### src/rtl/alu_mul_sequencer_if.sv
// Request/response and ALU-drive signals of the shift-and-add multiplier.
// master = the multiplier; slave = the requester plus the external ALU.
interface alu_mul_sequencer_if #(
    parameter int WIDTH = 32
);
    logic             start;
    logic [WIDTH-1:0] op_a;
    logic [WIDTH-1:0] op_b;
    logic             busy;
    logic             done;
    logic [WIDTH-1:0] product;
    logic [WIDTH-1:0] alu_src_a;
    logic [WIDTH-1:0] alu_src_b;
    logic [2:0]       alu_control;
    logic [WIDTH-1:0] alu_result;

    modport master (
        input  start, op_a, op_b, alu_result,
        output busy, done, product, alu_src_a, alu_src_b, alu_control
    );

    modport slave (
        output start, op_a, op_b, alu_result,
        input  busy, done, product, alu_src_a, alu_src_b, alu_control
    );
endinterface

### src/rtl/alu_mul_sequencer.sv
// Multi-cycle multiplier that borrows the EX-stage ALU: one ADD per RUN cycle,
// low WIDTH bits of op_a*op_b, early exit once the remaining multiplier is zero.
module alu_mul_sequencer #(
    parameter int         WIDTH   = 32,
    parameter logic [2:0] ALU_ADD = 3'b010
) (
    input  logic                clk,
    input  logic                rst,
    alu_mul_sequencer_if.master bus
);
    localparam int CNT_W = $clog2(WIDTH);

    typedef enum logic [1:0] {
        ST_IDLE = 2'd0,
        ST_RUN  = 2'd1,
        ST_DONE = 2'd2
    } state_t;

    state_t             state_r;
    logic [WIDTH-1:0]   acc_r;
    logic [WIDTH-1:0]   mcand_r;
    logic [WIDTH-1:0]   mplier_r;
    logic [CNT_W-1:0]   count_r;
    logic               busy_r;
    logic               done_r;
    logic [WIDTH-1:0]   product_r;
    logic [WIDTH-1:0]   src_a_r;
    logic [WIDTH-1:0]   src_b_r;

    logic [WIDTH-1:0]   mcand_next_s;
    logic [WIDTH-1:0]   mplier_next_s;
    logic               last_s;

    assign mcand_next_s  = mcand_r << 1;
    assign mplier_next_s = mplier_r >> 1;
    assign last_s        = (mplier_next_s == {WIDTH{1'b0}}) ||
                           (count_r == CNT_W'(WIDTH - 1));

    // ALU operands are registered one cycle ahead, so they always equal
    // acc and (mplier[0] ? mcand : 0) for the RUN cycle being presented.
    // Sequencer state, datapath registers and registered outputs.
    always_ff @(posedge clk) begin
        if (rst) begin
            state_r   <= ST_IDLE;
            acc_r     <= {WIDTH{1'b0}};
            mcand_r   <= {WIDTH{1'b0}};
            mplier_r  <= {WIDTH{1'b0}};
            count_r   <= {CNT_W{1'b0}};
            busy_r    <= 1'b0;
            done_r    <= 1'b0;
            product_r <= {WIDTH{1'b0}};
            src_a_r   <= {WIDTH{1'b0}};
            src_b_r   <= {WIDTH{1'b0}};
        end else begin
            case (state_r)
                ST_IDLE, ST_DONE: begin
                    done_r <= 1'b0;
                    if (bus.start) begin
                        state_r  <= ST_RUN;
                        busy_r   <= 1'b1;
                        mcand_r  <= bus.op_a;
                        mplier_r <= bus.op_b;
                        acc_r    <= {WIDTH{1'b0}};
                        count_r  <= {CNT_W{1'b0}};
                        src_a_r  <= {WIDTH{1'b0}};
                        src_b_r  <= bus.op_b[0] ? bus.op_a : {WIDTH{1'b0}};
                    end else begin
                        state_r  <= ST_IDLE;
                        busy_r   <= 1'b0;
                        src_a_r  <= {WIDTH{1'b0}};
                        src_b_r  <= {WIDTH{1'b0}};
                    end
                end
                ST_RUN: begin
                    acc_r    <= bus.alu_result;
                    mcand_r  <= mcand_next_s;
                    mplier_r <= mplier_next_s;
                    count_r  <= count_r + {{(CNT_W-1){1'b0}}, 1'b1};
                    if (last_s) begin
                        state_r   <= ST_DONE;
                        busy_r    <= 1'b0;
                        done_r    <= 1'b1;
                        product_r <= bus.alu_result;
                        src_a_r   <= {WIDTH{1'b0}};
                        src_b_r   <= {WIDTH{1'b0}};
                    end else begin
                        state_r   <= ST_RUN;
                        busy_r    <= 1'b1;
                        done_r    <= 1'b0;
                        src_a_r   <= bus.alu_result;
                        src_b_r   <= mplier_r[1] ? mcand_next_s : {WIDTH{1'b0}};
                    end
                end
                default: begin
                    state_r <= ST_IDLE;
                    busy_r  <= 1'b0;
                    done_r  <= 1'b0;
                    src_a_r <= {WIDTH{1'b0}};
                    src_b_r <= {WIDTH{1'b0}};
                end
            endcase
        end
    end

    assign bus.busy        = busy_r;
    assign bus.done        = done_r;
    assign bus.product     = product_r;
    assign bus.alu_src_a   = src_a_r;
    assign bus.alu_src_b   = src_b_r;
    assign bus.alu_control = ALU_ADD;
endmodule

### src/flat_wrapper.sv
// flat-port wrapper written by rule: the top's interface ports become plain ports
module alu_mul_sequencer_flat 
#(
    parameter int         WIDTH   = 32,
    parameter logic [2:0] ALU_ADD = 3'b010
)
  (clk, rst, bus_start, bus_op_a, bus_op_b, bus_alu_result, bus_busy, bus_done, bus_product, bus_alu_src_a, bus_alu_src_b, bus_alu_control);
  alu_mul_sequencer_if #(.WIDTH(WIDTH)) bus_i ();
  input  logic clk;
  input  logic rst;
  input wire logic [$bits(bus_i.start)-1:0] bus_start;
  input wire logic [$bits(bus_i.op_a)-1:0] bus_op_a;
  input wire logic [$bits(bus_i.op_b)-1:0] bus_op_b;
  input wire logic [$bits(bus_i.alu_result)-1:0] bus_alu_result;
  output wire logic [$bits(bus_i.busy)-1:0] bus_busy;
  output wire logic [$bits(bus_i.done)-1:0] bus_done;
  output wire logic [$bits(bus_i.product)-1:0] bus_product;
  output wire logic [$bits(bus_i.alu_src_a)-1:0] bus_alu_src_a;
  output wire logic [$bits(bus_i.alu_src_b)-1:0] bus_alu_src_b;
  output wire logic [$bits(bus_i.alu_control)-1:0] bus_alu_control;
  assign bus_i.start = bus_start;
  assign bus_i.op_a = bus_op_a;
  assign bus_i.op_b = bus_op_b;
  assign bus_i.alu_result = bus_alu_result;
  assign bus_busy = bus_i.busy;
  assign bus_done = bus_i.done;
  assign bus_product = bus_i.product;
  assign bus_alu_src_a = bus_i.alu_src_a;
  assign bus_alu_src_b = bus_i.alu_src_b;
  assign bus_alu_control = bus_i.alu_control;
  alu_mul_sequencer #(.WIDTH(WIDTH), .ALU_ADD(ALU_ADD)) u_core (.clk(clk), .rst(rst), .bus(bus_i));
endmodule
### config.mk
export PLATFORM = sky130hd
export DESIGN_NAME = alu_mul_sequencer_flat
export DESIGN_NICKNAME = d
export VERILOG_FILES = /design/src/rtl/alu_mul_sequencer_if.sv /design/src/rtl/alu_mul_sequencer.sv /design/src/flat_wrapper.sv
export SDC_FILE = /design/constraint.sdc
export NUM_CORES = 1
export LEC_CHECK = 0
export BUFFER_PORTS_ARGS = -buffer_cell sky130_fd_sc_hd__buf_4
export CORE_ASPECT_RATIO = 1.4
export CORE_MARGIN = 2
export CORE_UTILIZATION = 56
export DETAILED_ROUTE_END_ITERATION = 10
export GPL_TIMING_DRIVEN = 0
export PLACE_DENSITY = 0.84
export SYNTH_ARGS = -nofsm -noshare
export SYNTH_HDL_FRONTEND = slang
export SYNTH_SLANG_ARGS = --single-unit
### constraint.sdc
create_clock -name clk -period 3.7 [get_ports clk]
set_input_delay 0.74 -clock clk [delete_from_list [all_inputs] [get_ports clk]]
set_output_delay 0.74 -clock clk [all_outputs]
set_load 0.01 [all_outputs]
-- Yosys cells after proc, flatten, opt, wreduce, memory -nomap -nowiden
Cells that the tools add are included.
- register bits after elaboration: 168
- input port bits: 99
- output and inout port bits: 101
- word-level logic and storage cells: 42
- $add $sub $neg: 1
- eq/ne operators: 4
- multiplexer cells: 18
- bitwise gates (word level): 1
- reduce and logical (&&, ||, !) cells: 9
- operator list (cell ; number):
    two-way mux 32 bit ; 5
    one-hot mux 32 bit (2 select lines) ; 2
    one-hot mux 31 bit (2 select lines) ; 1
    zero test 32 bit ; 1
    two-way mux 31 bit ; 1
    one-hot mux 5 bit (2 select lines) ; 1
    adder 5 x 1 -> 5 bit, second input constant ; 1
    equality test 5 bit, second input constant ; 1
    two-way mux 5 bit ; 1
    two-way mux 1 bit ; 4
    one-hot mux 2 bit (2 select lines) ; 1
    AND reduction 2 bit ; 2
    OR reduction 2 bit ; 2
    OR reduction 3 bit ; 1
    equality test 2 x 1 -> 1 bit, second input constant ; 1
    equality test 2 bit, second input constant ; 1
    zero test 2 bit ; 1
    two-way mux 2 bit ; 1
    != test 2 bit, second input constant ; 1
    one-hot mux 1 bit (2 select lines) ; 1
    nonzero test 2 bit ; 1
    logical OR 1 bit ; 1
    inverter 1 bit ; 1

-- Depth between registers and ports, before layout
- word-level depth: 4
- mapped depth: 9
- mapped depth without buffers: 7

-- Worst setup path after synthesis
OpenSTA, ideal clock, no wires.
- path type: register to register
- start point: reg u_core.count_r[0]
- end point: reg u_core.product_r[10] (netlist: u_core.bus.product[10])
- setup time: 62 ps
- arrival time: 1817 ps
- required time: 3638 ps
- path slack: 1821 ps
- cell stages (with the launch flop): 10
- buffers on the path: 2
- period minus slack after synthesis: 1879 ps
- cell sequence: dfxtp_1 > ha_1 > and3_1 > ha_1 > clkbuf_1 > clkbuf_1 > nand2_1 > nor3_1 > a31oi_1 > nand3_1
- cells in the longest elaborated chain, start to end: 3
- ends and longest elaborated chain (element ; RTL line ; source):
    start, declared ; alu_mul_sequencer.sv:23 ; logic [CNT_W-1:0] count_r;
    start signal, assigned ; alu_mul_sequencer.sv:48 ; count_r <= {CNT_W{1'b0}};
    start signal, assigned ; alu_mul_sequencer.sv:64 ; count_r <= {CNT_W{1'b0}};
    start signal, assigned ; alu_mul_sequencer.sv:78 ; count_r <= count_r + {{(CNT_W-1){1'b0}}, 1'b1};
    equality test 5 bit ; alu_mul_sequencer.sv:37 ; (count_r == CNT_W'(WIDTH - 1));
    logical OR 1 bit ; alu_mul_sequencer.sv:36 ; assign last_s = (mplier_next_s == {WIDTH{1'b0}}) ||
    AND reduction 2 bit (no source line) ; -- ;
    end signal, assigned ; alu_mul_sequencer.sv:51 ; product_r <= {WIDTH{1'b0}};
    end signal, assigned ; alu_mul_sequencer.sv:83 ; product_r <= bus.alu_result;
    end, declared ; alu_mul_sequencer.sv:26 ; logic [WIDTH-1:0] product_r;
No other way between the ends.
A chain may end at the register's enable or synchronous reset.

-- Worst setup path after layout
- start point: reg u_core.count_r[0]
- end point: reg u_core.product_r[7] (netlist: u_core.bus.product[7])
The elaborated chain is that of the path after synthesis.

==> tab_implementation.tex <==
\begin{tabular}{lr}
\hline
Metric & Value \\
\hline
\multicolumn{2}{l}{\textbf{Status}} \\
\quad Outcome & complete, no violations \\
\multicolumn{2}{l}{\textbf{Cells and area}} \\
\quad Sequential cell area & 3320 um2 \\
\quad Number of antenna repair diodes & 0 \\
\quad Area taken by multi-input logic gates & roughly 3200 um2 \\
\quad Proportion of layout cells with a drive suffix above 1 & between 20\% and 30\% \\
\quad Final cell utilization of the core & about three quarters \\
\quad Growth of design area from synthesis to finish & 32.6\% \\
\quad Net count of the finished layout & 1122 \\
\quad Final cell area excluding filler cells & about 9200 um2 \\
\quad Filler Cell Count & 952 \\
\multicolumn{2}{l}{\textbf{Yosys}} \\
\quad Number of distinct standard cells referenced by the synthesized netlist & 33 \\
\quad Compound-cell area share of the yosys netlist & 21.6\% \\
\quad Synthesized area per cell & between 8 and 9 um2 \\
\quad Mux cell area share after synthesis & 0\% \\
\quad Instance count of the mapped netlist & approximately 800 \\
\quad Largest family of logic cells by synthesized area & simple AND/OR/NAND/NOR gates \\
\quad Flop and latch count out of synthesis & 166 \\
\quad Combined area of all synthesized cells & 6900 um2 \\
\quad Xor and xnor fraction of the mapped netlist area & 0\% \\
\quad Post-Synth Simple-Gate Area & 24.0\% \\
\quad Synth Area in Adders & 0.363\% \\
\quad Portion of the post-synthesis area used by sequential elements & 48.2\% \\
\quad Total number of yosys warnings & 0 \\
\quad Number of flops mapped to enable cells by yosys & 0 \\
\quad Most instantiated flip-flop cell in the synthesis netlist & sky130\_fd\_sc\_hd\_\_dfxtp\_1 \\
\quad Asr flop ratio synth & 0\% \\
\multicolumn{2}{l}{\textbf{Timing}} \\
\quad Setup TNS Final & 0 ps \\
\quad Final critical path time including I/O delays and setup & 2390 ps \\
\quad Unrepaired setup endpoints after global routing & no \\
\quad Fmax & around 420 MHz \\
\quad Final Slew Violations & 0 \\
\quad Final Worst Setup Slack & 1310 ps \\
\quad Final clock period utilization by the worst path & 64.6\% \\
\quad Final Hold Vio Count & 0 \\
\quad Worst-case clock skew & 11.3 ps \\
\quad Hold\_ws & approximately 470 ps \\
\quad Max\_slew headroom & 63.5\% \\
\quad Count of endpoints failing setup in the final report & 0 \\
\quad Transition at the pin with the smallest max-transition slack & 548 ps \\
\multicolumn{2}{l}{\textbf{Worst hold path}} \\
\quad Sink of the worst hold path & u\_core.mcand\_r[5] \\
\quad Worst min-delay path class & register to register \\
\quad Launch instance of the worst min-delay path & u\_core.mcand\_r[5] \\
\quad Number of cells on the worst hold path & 2 \\
\multicolumn{2}{l}{\textbf{Placement}} \\
\quad Post-detailed-placement cell area & $\sim$8600 um2 \\
\quad Number of port buffers & 195 \\
\quad Setup slack at placement & 1340 ps \\
\quad Placed wire-length estimate & 14.3 mm \\
\quad RePlAce Congestion & 0.853 \\
\multicolumn{2}{l}{\textbf{Floorplanning}} \\
\quad Number of I/O pins & 200 \\
\quad Core outline area & 12200 um2 \\
\quad Die H & about 140 um \\
\quad Starting density of the core & a little under three fifths \\
\quad Placement Rows & 48 \\
\quad Die outline area & 13200 um2 \\
\quad Die X-Extent & 97.8 um \\
\multicolumn{2}{l}{\textbf{Clocking}} \\
\quad Number of clock sinks & 166 \\
\quad Worst-skew pair later-pin latency & 430 ps \\
\quad Number of cells upsized or downsized after cts & 0 \\
\quad Clk Tree Root Cell & sky130\_fd\_sc\_hd\_\_clkbuf\_16 \\
\quad Inserted Clock Buffers & 17 \\
\quad Clock Tree Buf Depth & 2 \\
\quad H-tree depth & 4 \\
\quad Cts-stage hold buffer count & 0 \\
\quad Clock-pin slew on the worst setup and hold paths & about 70 ps \\
\quad TritonCTS clock tree & done \\
\quad Number of post-CTS setup repair buffers & 0 \\
\multicolumn{2}{l}{\textbf{Global routing}} \\
\quad Overall Global Routing Usage & $\sim$30\% \\
\quad Busiest layer in global routing & met2 \\
\quad Largest net degree at the start of global routing & 17 \\
\quad Number of antenna violations at the first check in global routing & 0 \\
\quad GRT overflow & 0 \\
\quad Via count of the first global-routing pass & 6712 \\
\quad Met3 Track Usage GR & 7.74\% \\
\quad Global-route wire length before repair & 32.1 mm \\
\quad Met2 routing resource usage after global routing & 53.0\% \\
\quad Global routing met1 resource utilization & 33.2\% \\
\multicolumn{2}{l}{\textbf{Route}} \\
\quad Total wire length & between 15 and 20 mm \\
\quad Via count & 6938 \\
\quad Final ANT Viol Nets & 0 \\
\quad Detailed-route vias per instance & 5.86 \\
\quad DRC marker count from the first detailed-route iteration & 491 \\
\quad Residual DRC count & 0 \\
\quad First-pass iteration count of the detailed router & 5 \\
\quad Average wire per cell in the routed design & about 17 um \\
\multicolumn{2}{l}{\textbf{Power}} \\
\quad Share of total power in combinational logic & between 15 and 20\% \\
\quad Cell-internal power & 3.18 mW \\
\quad Worst-case vdd ir drop & 313 uV \\
\quad Proportion of power drawn by the clock network & 40.1\% \\
\quad Proportion of power drawn by flip-flops and latches & 44.1\% \\
\quad Leakage power & 3.86 nW \\
\quad Net Sw Frac & 28.3\% \\
\quad Ratio of total power to cell area & 484 nW/um2 \\
\quad Switching power total & 1.25 mW \\
\multicolumn{2}{l}{\textbf{Worst setup path}} \\
\quad Kind of cell adding the most delay to the critical path & buffers and inverters \\
\quad Worst path max stage delay & 450 ps \\
\quad Setup slack on the worst flop-to-flop path & 1310 ps \\
\quad Arrival time at the worst endpoint & 2760 ps \\
\quad Type of the worst setup path & register to register \\
\quad Register-to-Register Path Depth & 9 \\
\quad Destination of the worst register-to-register timing path & u\_core.bus.product[7] \\
\quad Peak fanout along the critical path & 10 \\
\quad Type of destination of the critical path & register \\
\quad Required time at the endpoint of the critical path & 4070 ps \\
\quad Kind of start point of the critical path & register \\
\quad Buffer and inverter count on the worst path & 2 \\
\quad Worst path cell trace & ha\_1, and3\_1, ha\_1, clkbuf\_1, clkbuf\_1, nand2\_1, nor3\_1, a31oi\_1, nand3\_1 \\
\quad CP max-delay cell & sky130\_fd\_sc\_hd\_\_clkbuf\_1 \\
\quad Worst R2R Start & u\_core.count\_r[0] \\
\multicolumn{2}{l}{\textbf{Run}} \\
\quad Max-capacitance violation count & 0 \\
\hline
\end{tabular}
## registers in the layout (all words and copies together), names as in the netlist
signal and cells:
u_core.mplier_r 31, u_core.mcand_r 31, u_core.bus.alu_src_a 32, u_core.bus.product 32, u_core.bus.alu_src_b 32, u_core.bus.done 1
u_core.count_r 5, u_core.state_r 2
## power by group through the flow
stage	sequential [mW]	combinational [mW]	clock [mW]
after floorplan	2.00	0.379	0
after CTS	1.95	0.694	1.79
after global routing	1.96	0.765	1.87
after detailed placement	1.99	0.690	0
final	1.95	0.700	1.78
after global placement	1.99	0.681	0
## worst min-delay path, stage by stage, from the launching register on
cell	delay (ps)
sky130_fd_sc_hd__dfxtp_1	320
sky130_fd_sc_hd__nand2_1	50
sky130_fd_sc_hd__a21oi_1	50
## cell usage in the layout, fill, tap and decap left out, drive strengths merged, types with 2 or more instances in the layout
cell	instances
a22o	31
a22oi	64
and2	33
clkinv	6
nor2b	3
nand4	2
clkbuf	80
nor4	7
ha	2
nor2	10
dfxtp	166
bufinv	2
a21oi	64
nor3b	32
conb	3
o21ai	34
and3	34
buf	221
nand2	93
a31oi	32
nand3	65
and4	2
inv	8
nor3	33
## synth_stat cells, types with 7 or more instances
| master | instances | area, um2 |
|---|---|---|
| sky130_fd_sc_hd__dfxtp_1 | 166 | 3320 |
| sky130_fd_sc_hd__nand2_1 | 92 | 345 |
| sky130_fd_sc_hd__nand3_1 | 65 | 325 |
| sky130_fd_sc_hd__a21oi_1 | 64 | 320 |
| sky130_fd_sc_hd__a22oi_1 | 64 | 480 |
| sky130_fd_sc_hd__clkbuf_1 | 63 | 236 |
| sky130_fd_sc_hd__and3_1 | 34 | 213 |
| sky130_fd_sc_hd__o21ai_0 | 34 | 170 |
| sky130_fd_sc_hd__and2_1 | 33 | 206 |
| sky130_fd_sc_hd__nor3_1 | 33 | 165 |
| sky130_fd_sc_hd__a31oi_1 | 32 | 200 |
| sky130_fd_sc_hd__nor3b_1 | 32 | 240 |
| sky130_fd_sc_hd__a22o_1 | 31 | 272 |
| sky130_fd_sc_hd__buf_2 | 14 | 70.1 |
| sky130_fd_sc_hd__nor2_1 | 10 | 37.5 |
| sky130_fd_sc_hd__nor4_1 | 7 | 43.8 |
## stage by stage
stage                     power [mW]  cells
after floorplan                 2.38    807
after global placement          2.67   1152
after detailed placement        2.68   1152
after CTS                       4.44   1184
after global routing            4.60   1184
final                           4.43   1184
## worst max-delay path by stage
stage          cells after the start                     end         startpoint
2_1_floorplan                      9  u_core.bus.product[10]  u_core.count_r[0]
3_3_place_gp                       5       u_core.mcand_r[8]                rst
3_5_place_dp                       6      u_core.mcand_r[24]          bus_start
4_1_cts                            9   u_core.bus.product[5]  u_core.count_r[0]
5_1_grt                            9  u_core.bus.product[20]  u_core.count_r[0]
6_report                           9   u_core.bus.product[7]  u_core.count_r[0]
## routing by layer
metal  up-vias  share of wire [%]
li1       3339                  -
met1      3242                 37
met2       311                 52
met3        46                8.0
met4         0                3.2
met5         -                  0
## area by class of cell
class | count | share of cell area [%]
inverters | 2 | 0.0820
plain buffers | 89 | 4.29
multi-input cells | 550 | 34.8
clock inverters | 15 | 1.86
repair buffers | 195 | 16.0
clock buffers | 17 | 4.65
well taps | 150 | 2.05
flip-flops and latches | 166 | 36.3
## cells by family after synthesis
logic type,after synthesis
other cells,2
simple gates,317
flops,166
compound gates,228
buf+inv,91
fa+ha+maj,2
No activity file was read; power rests on OpenSTA's default activity.
